--- src/rtl/future_round_ctrl_pkg.sv ---
// future_pkg: shared types and constants for the FUTURE cipher round controller.
package future_pkg;
  typedef enum logic [1:0] {IDLE, ROUND, DONE} fsm_t;
  localparam int BLOCK_W = 64;
  localparam int FUTURE_NUM_ROUNDS = 10;
endpackage

--- src/rtl/xor64bit.sv ---
// xor64bit: bitwise 64-bit XOR used for AddRoundKey.
module xor64bit
  import future_pkg::*;
(
  input  logic [0:BLOCK_W-1] a,
  input  logic [0:BLOCK_W-1] b,
  output logic [0:BLOCK_W-1] y
);
  assign y = a ^ b;
endmodule

--- src/rtl/future_round_ctrl.sv ---
// future_round_ctrl: iterative FUTURE encryption sequencer (whitening + NUM_ROUNDS rounds).
// Optional FUTURE_CTRL_ABORT_EN adds a synchronous abort input.
module future_round_ctrl
  import future_pkg::*;
#(
  parameter int NUM_ROUNDS = FUTURE_NUM_ROUNDS,
  parameter int IDX_W = 4
) (
  input  logic               clk,
  input  logic               rst,
`ifdef FUTURE_CTRL_ABORT_EN
  input  logic               abort,
`endif
  input  logic               in_valid,
  output logic               in_ready,
  input  logic [0:BLOCK_W-1] in_data,
  output logic               out_valid,
  input  logic               out_ready,
  output logic [0:BLOCK_W-1] out_data,
  output logic               busy,
  output logic [IDX_W-1:0]   rk_idx,
  input  logic [0:BLOCK_W-1] rk,
  output logic [0:BLOCK_W-1] rf_in,
  input  logic [0:BLOCK_W-1] rf_out,
  output logic               last_round
);
  fsm_t fsm, fsm_n;
  logic [0:BLOCK_W-1] data, data_n, xor_a, xor_y;
  logic [IDX_W-1:0] cnt, cnt_n;
  logic kill;
`ifdef FUTURE_CTRL_ABORT_EN
  assign kill = abort && fsm != IDLE;
`else
  assign kill = 1'b0;
`endif
  xor64bit u_ark (.a(xor_a), .b(rk), .y(xor_y));
  assign xor_a = fsm == ROUND ? rf_out : in_data;
  assign in_ready = fsm == IDLE;
  assign out_valid = fsm == DONE;
  assign busy = fsm != IDLE;
  assign rk_idx = fsm == ROUND ? cnt : '0;
  assign last_round = fsm == ROUND && cnt == IDX_W'(NUM_ROUNDS);
  assign rf_in = data;
  assign out_data = data;
  always_comb begin
    fsm_n = fsm;
    data_n = data;
    cnt_n = cnt;
    unique case (fsm)
      IDLE: if (in_valid) begin
        data_n = xor_y;
        cnt_n = IDX_W'(1);
        fsm_n = ROUND;
      end
      ROUND: begin
        data_n = xor_y;
        fsm_n = cnt == IDX_W'(NUM_ROUNDS) ? DONE : ROUND;
        cnt_n = cnt == IDX_W'(NUM_ROUNDS) ? cnt : cnt + IDX_W'(1);
      end
      DONE: fsm_n = out_ready ? IDLE : DONE;
      default: fsm_n = IDLE;
    endcase
    if (kill) begin
      fsm_n = IDLE;
      data_n = '0;
      cnt_n = '0;
    end
  end
  always_ff @(posedge clk or posedge rst) begin
    if (rst) begin
      fsm <= IDLE;
      data <= '0;
      cnt <= '0;
    end else begin
      fsm <= fsm_n;
      data <= data_n;
      cnt <= cnt_n;
    end
  end
endmodule
--- config.mk ---
export PLATFORM = sky130hd
export DESIGN_NAME = future_round_ctrl
export DESIGN_NICKNAME = d
export VERILOG_FILES = /design/src/rtl/future_round_ctrl_pkg.sv /design/src/rtl/xor64bit.sv /design/src/rtl/future_round_ctrl.sv
export SDC_FILE = /design/constraint.sdc
export NUM_CORES = 1
export LEC_CHECK = 0
export CORE_ASPECT_RATIO = 0.8
export CORE_MARGIN = 4
export CORE_UTILIZATION = 24
export CTS_BUF_LIST = sky130_fd_sc_hd__clkbuf_16
export CTS_CLUSTER_DIAMETER = 100
export DETAILED_ROUTE_END_ITERATION = 12
export GPL_TIMING_DRIVEN = 0
export SLEW_MARGIN = 10
export SYNTH_ARGS = -nofsm -noshare
export SYNTH_HDL_FRONTEND = slang
export SYNTH_SLANG_ARGS = --single-unit
--- constraint.sdc ---
create_clock -name clk -period 2.6 [get_ports clk]
set_input_delay 0.52 -clock clk [delete_from_list [all_inputs] [get_ports clk]]
set_output_delay 0.52 -clock clk [all_outputs]
set_load 0.01 [all_outputs]
==> impl_metrics.toml <==
[final_layout]
mostFrequentLayoutCells = "clkdlybuf4s50_1, dfrtp_1, inv_1"
layout-drive-gt1-share_pct = 16.7
fin_area_mm2 = 0.0100
fin_cells = 1332
finish.net_count = 1206
final_common_cell = "clkdlybuf4s50_1"
syn_to_final_growth_pct = 68.0

[cts]
cts_sinks = 70
clkTransAtPathRegs_ps = 60
insertion_delay_ps = 340
ctsLongestPathBuffers = 2
clock-root-buffer = "clkbuf_16"
htree_levels = 3
cts_tree = "done"
cts_made_buffers = 9

[hold_path]
worstHoldStart = "out_data[40]"
min_path_type = "reg -> reg"
holdPathStages = 2
hold_path_end = "out_data[40]"

[global_routing]
grt_max_degree = 41
grt_overflow = 0
grt_pass1_vias = 6359
gr-usage-all-layers_pct = 17.7
grt_pass1_wl_mm = 37.7
antenna_found_initial = 1

[routing]
drc = 0
num_vias = 6172
wl_per_cell_um = 18.7
ant_nets = 0
first_pass_iters = 4
viasPerCell = 4.63
drt-total-wl_mm = 24.9
drtIter0Drc = 231

[worst_setup_path]
crit_path_start_kind = "flop"
rr_endpoint = "out_data[56]"
timing.rr.start = "fsm[0]"
slowest_stage = "clkdlybuf4s50_1"
cp_max_fo = 10
crit_path_end_kind = "output pin"
critical_path_class = "reg -> out"
rrSetupSlack_ps = 770
crit_top_cell = "buf_6"
slowest_delay_ps = 480
crit_chain = "buf_6 > buf_6 > buf_6 > or2_2 > clkdlybuf4s50_1"
required_ps = 2080
cp.arrival_ps = 1950
rr_worst_depth = 8

[power_and_ir_drop]
p_per_area_mw_per_mm2 = 1020
peakVddDrop_uv = 371
power.total_mw = 10.2
power.leakage_nw = 4.11

[yosys]
syn_avg_cell_area_um2 = 8.95
synth_top_family_by_area = "compound AO/OA/AOI/OAI gates"
synth_xor_area_share_pct = 0.147
netlist_area_mm2 = 0.00595
syn_inst = 665
synth.distinct_cells = 31
yosysSeqAreaShare_pct = 29.4
synthMuxAreaShare_pct = 0
ys_warn_count = 0
synth_compound_gate_area_share_pct = 31.9
yosys.area_share.adder_pct = 0.420
async_flop_share_pct = 100
synth-seq-cells = 70
synth.net_count = 863
synth_top_flop_cell = "dfrtp_1"
synth_edf_count = 0
synthSimpleGateAreaFrac_pct = 20.3

[timing]
relSlewSlack_pct = 60.8
layout_worst_path_cycle_share_pct = 95.1
tightest_slew_ps = 588
finalSetupViolations = 0
postLayoutSetupSlackWorst_ps = 128
fmax_mhz = 405
timing.hold.ws_ps = 522
hold_viol = 0
final.setup_skew_ps = 5.44
slew_violations = 0
finalCriticalPeriod_ps = 2470
rsz0062_at_grt = "no"

[placed_design]
dp_hpwl_mm = 19.3
placed_cell_area_mm2 = 0.00969
port_buffers = 331
place_congestion = 0.787
place_worst_setup_slack_ps = 78.6
place_inst = 1315

[outcome]
run_status = "finished, final reports clean"

[floorplanning]
core_mm2 = 0.0244
die_w_um = 184
io_pins = 332
die_y_um = 149
floorplan.initialDensity_pct = 24.4
die-area_mm2 = 0.0274
rows = 51

[run]
maxCapViolCount = 0
## cells in the mapped netlist (all sizes together), types with 3 or more instances
master   count  area (um^2)
dfrtp       70         1750
nand2       65          244
nand2b      66          413
a21boi      64          480
nand3b      65          488
clkbuf      15         57.6
buf        100          742
inv         69          259
o211ai      64          480
o2bb2ai      3         26.3
and2         3         18.8
o2111ai     64          867
## through the flow
stage	util (%)	TNS [ps]
finish	41.0	0
global route	41.0	0
CTS	41.0	0
detailed placement	39.8	0
global placement	39.6	-103120
floorplan	-	0
## worst max-delay path, delay by kind of cell (launching register included)
kind,cells,cell delay [ps]
buffers and inverters,4,930
DFF,1,380
and+or+nand+nor,1,300
## how the worst max path moves through the flow
stage | start | to | slack [ps]
finish | fsm[0] | busy | 130
global route | fsm[0] | rk_idx[2] | 30
CTS | fsm[0] | in_ready | 2
detailed placement | fsm[0] | rk_idx[3] | 80
global placement | rst | cnt[1] | -1480
floorplan | rst | cnt[0] | 310
## cells by family after synthesis
group                      Yosys count
AOI/OAI and AO/OA                  201
xor gates and xnor gates             1
DFF                                 70
and+or+nand+nor                    207
adders and majority gates            2
buffers and inverters              184
## flip-flops by register name, indices dropped and copies added (netlist names)
name	count
out_data	64
cnt	4
fsm	2
## repair_timing
action                     in CTS  in global routing
setup buffers                   1                  0
hold buffers                    0                  0
gates resized for setup         7                  5
setup endpoints to repair       6                  4
pin swaps                       0                  0
## power by group
part	internal (mW)	switching [mW]	total, mW
Clock	0.639	0.534	1.17
Combinational	3.76	3.14	6.90
Sequential	1.61	0.510	2.12
Total	6.01	4.19	10.2
## metal layers
metal | global-route usage, % | part of all wire, % | vias to the layer above
met4 | 3.29 | 0.83 | 0
met3 | 4.73 | 7.4 | 14
li1 | - | - | 3000
met1 | 23.7 | 45 | 2928
met2 | 29.0 | 47 | 230
met5 | 0 | 0 | -
## cell type report
| cell class | count | area [um^2] |
|---|---|---|
| flip-flops and latches | 70 | 1750 |
| inverters | 69 | 262 |
| clock inverters | 7 | 42.5 |
| fillers | 2477 | 14400 |
| multi-input cells | 411 | 3150 |
| diodes | 1 | 2.50 |
| plain buffers | 114 | 815 |
| clock buffers | 9 | 225 |
| well taps | 318 | 398 |
| repair buffers | 333 | 3350 |
(Power assumes the default switching activity.)
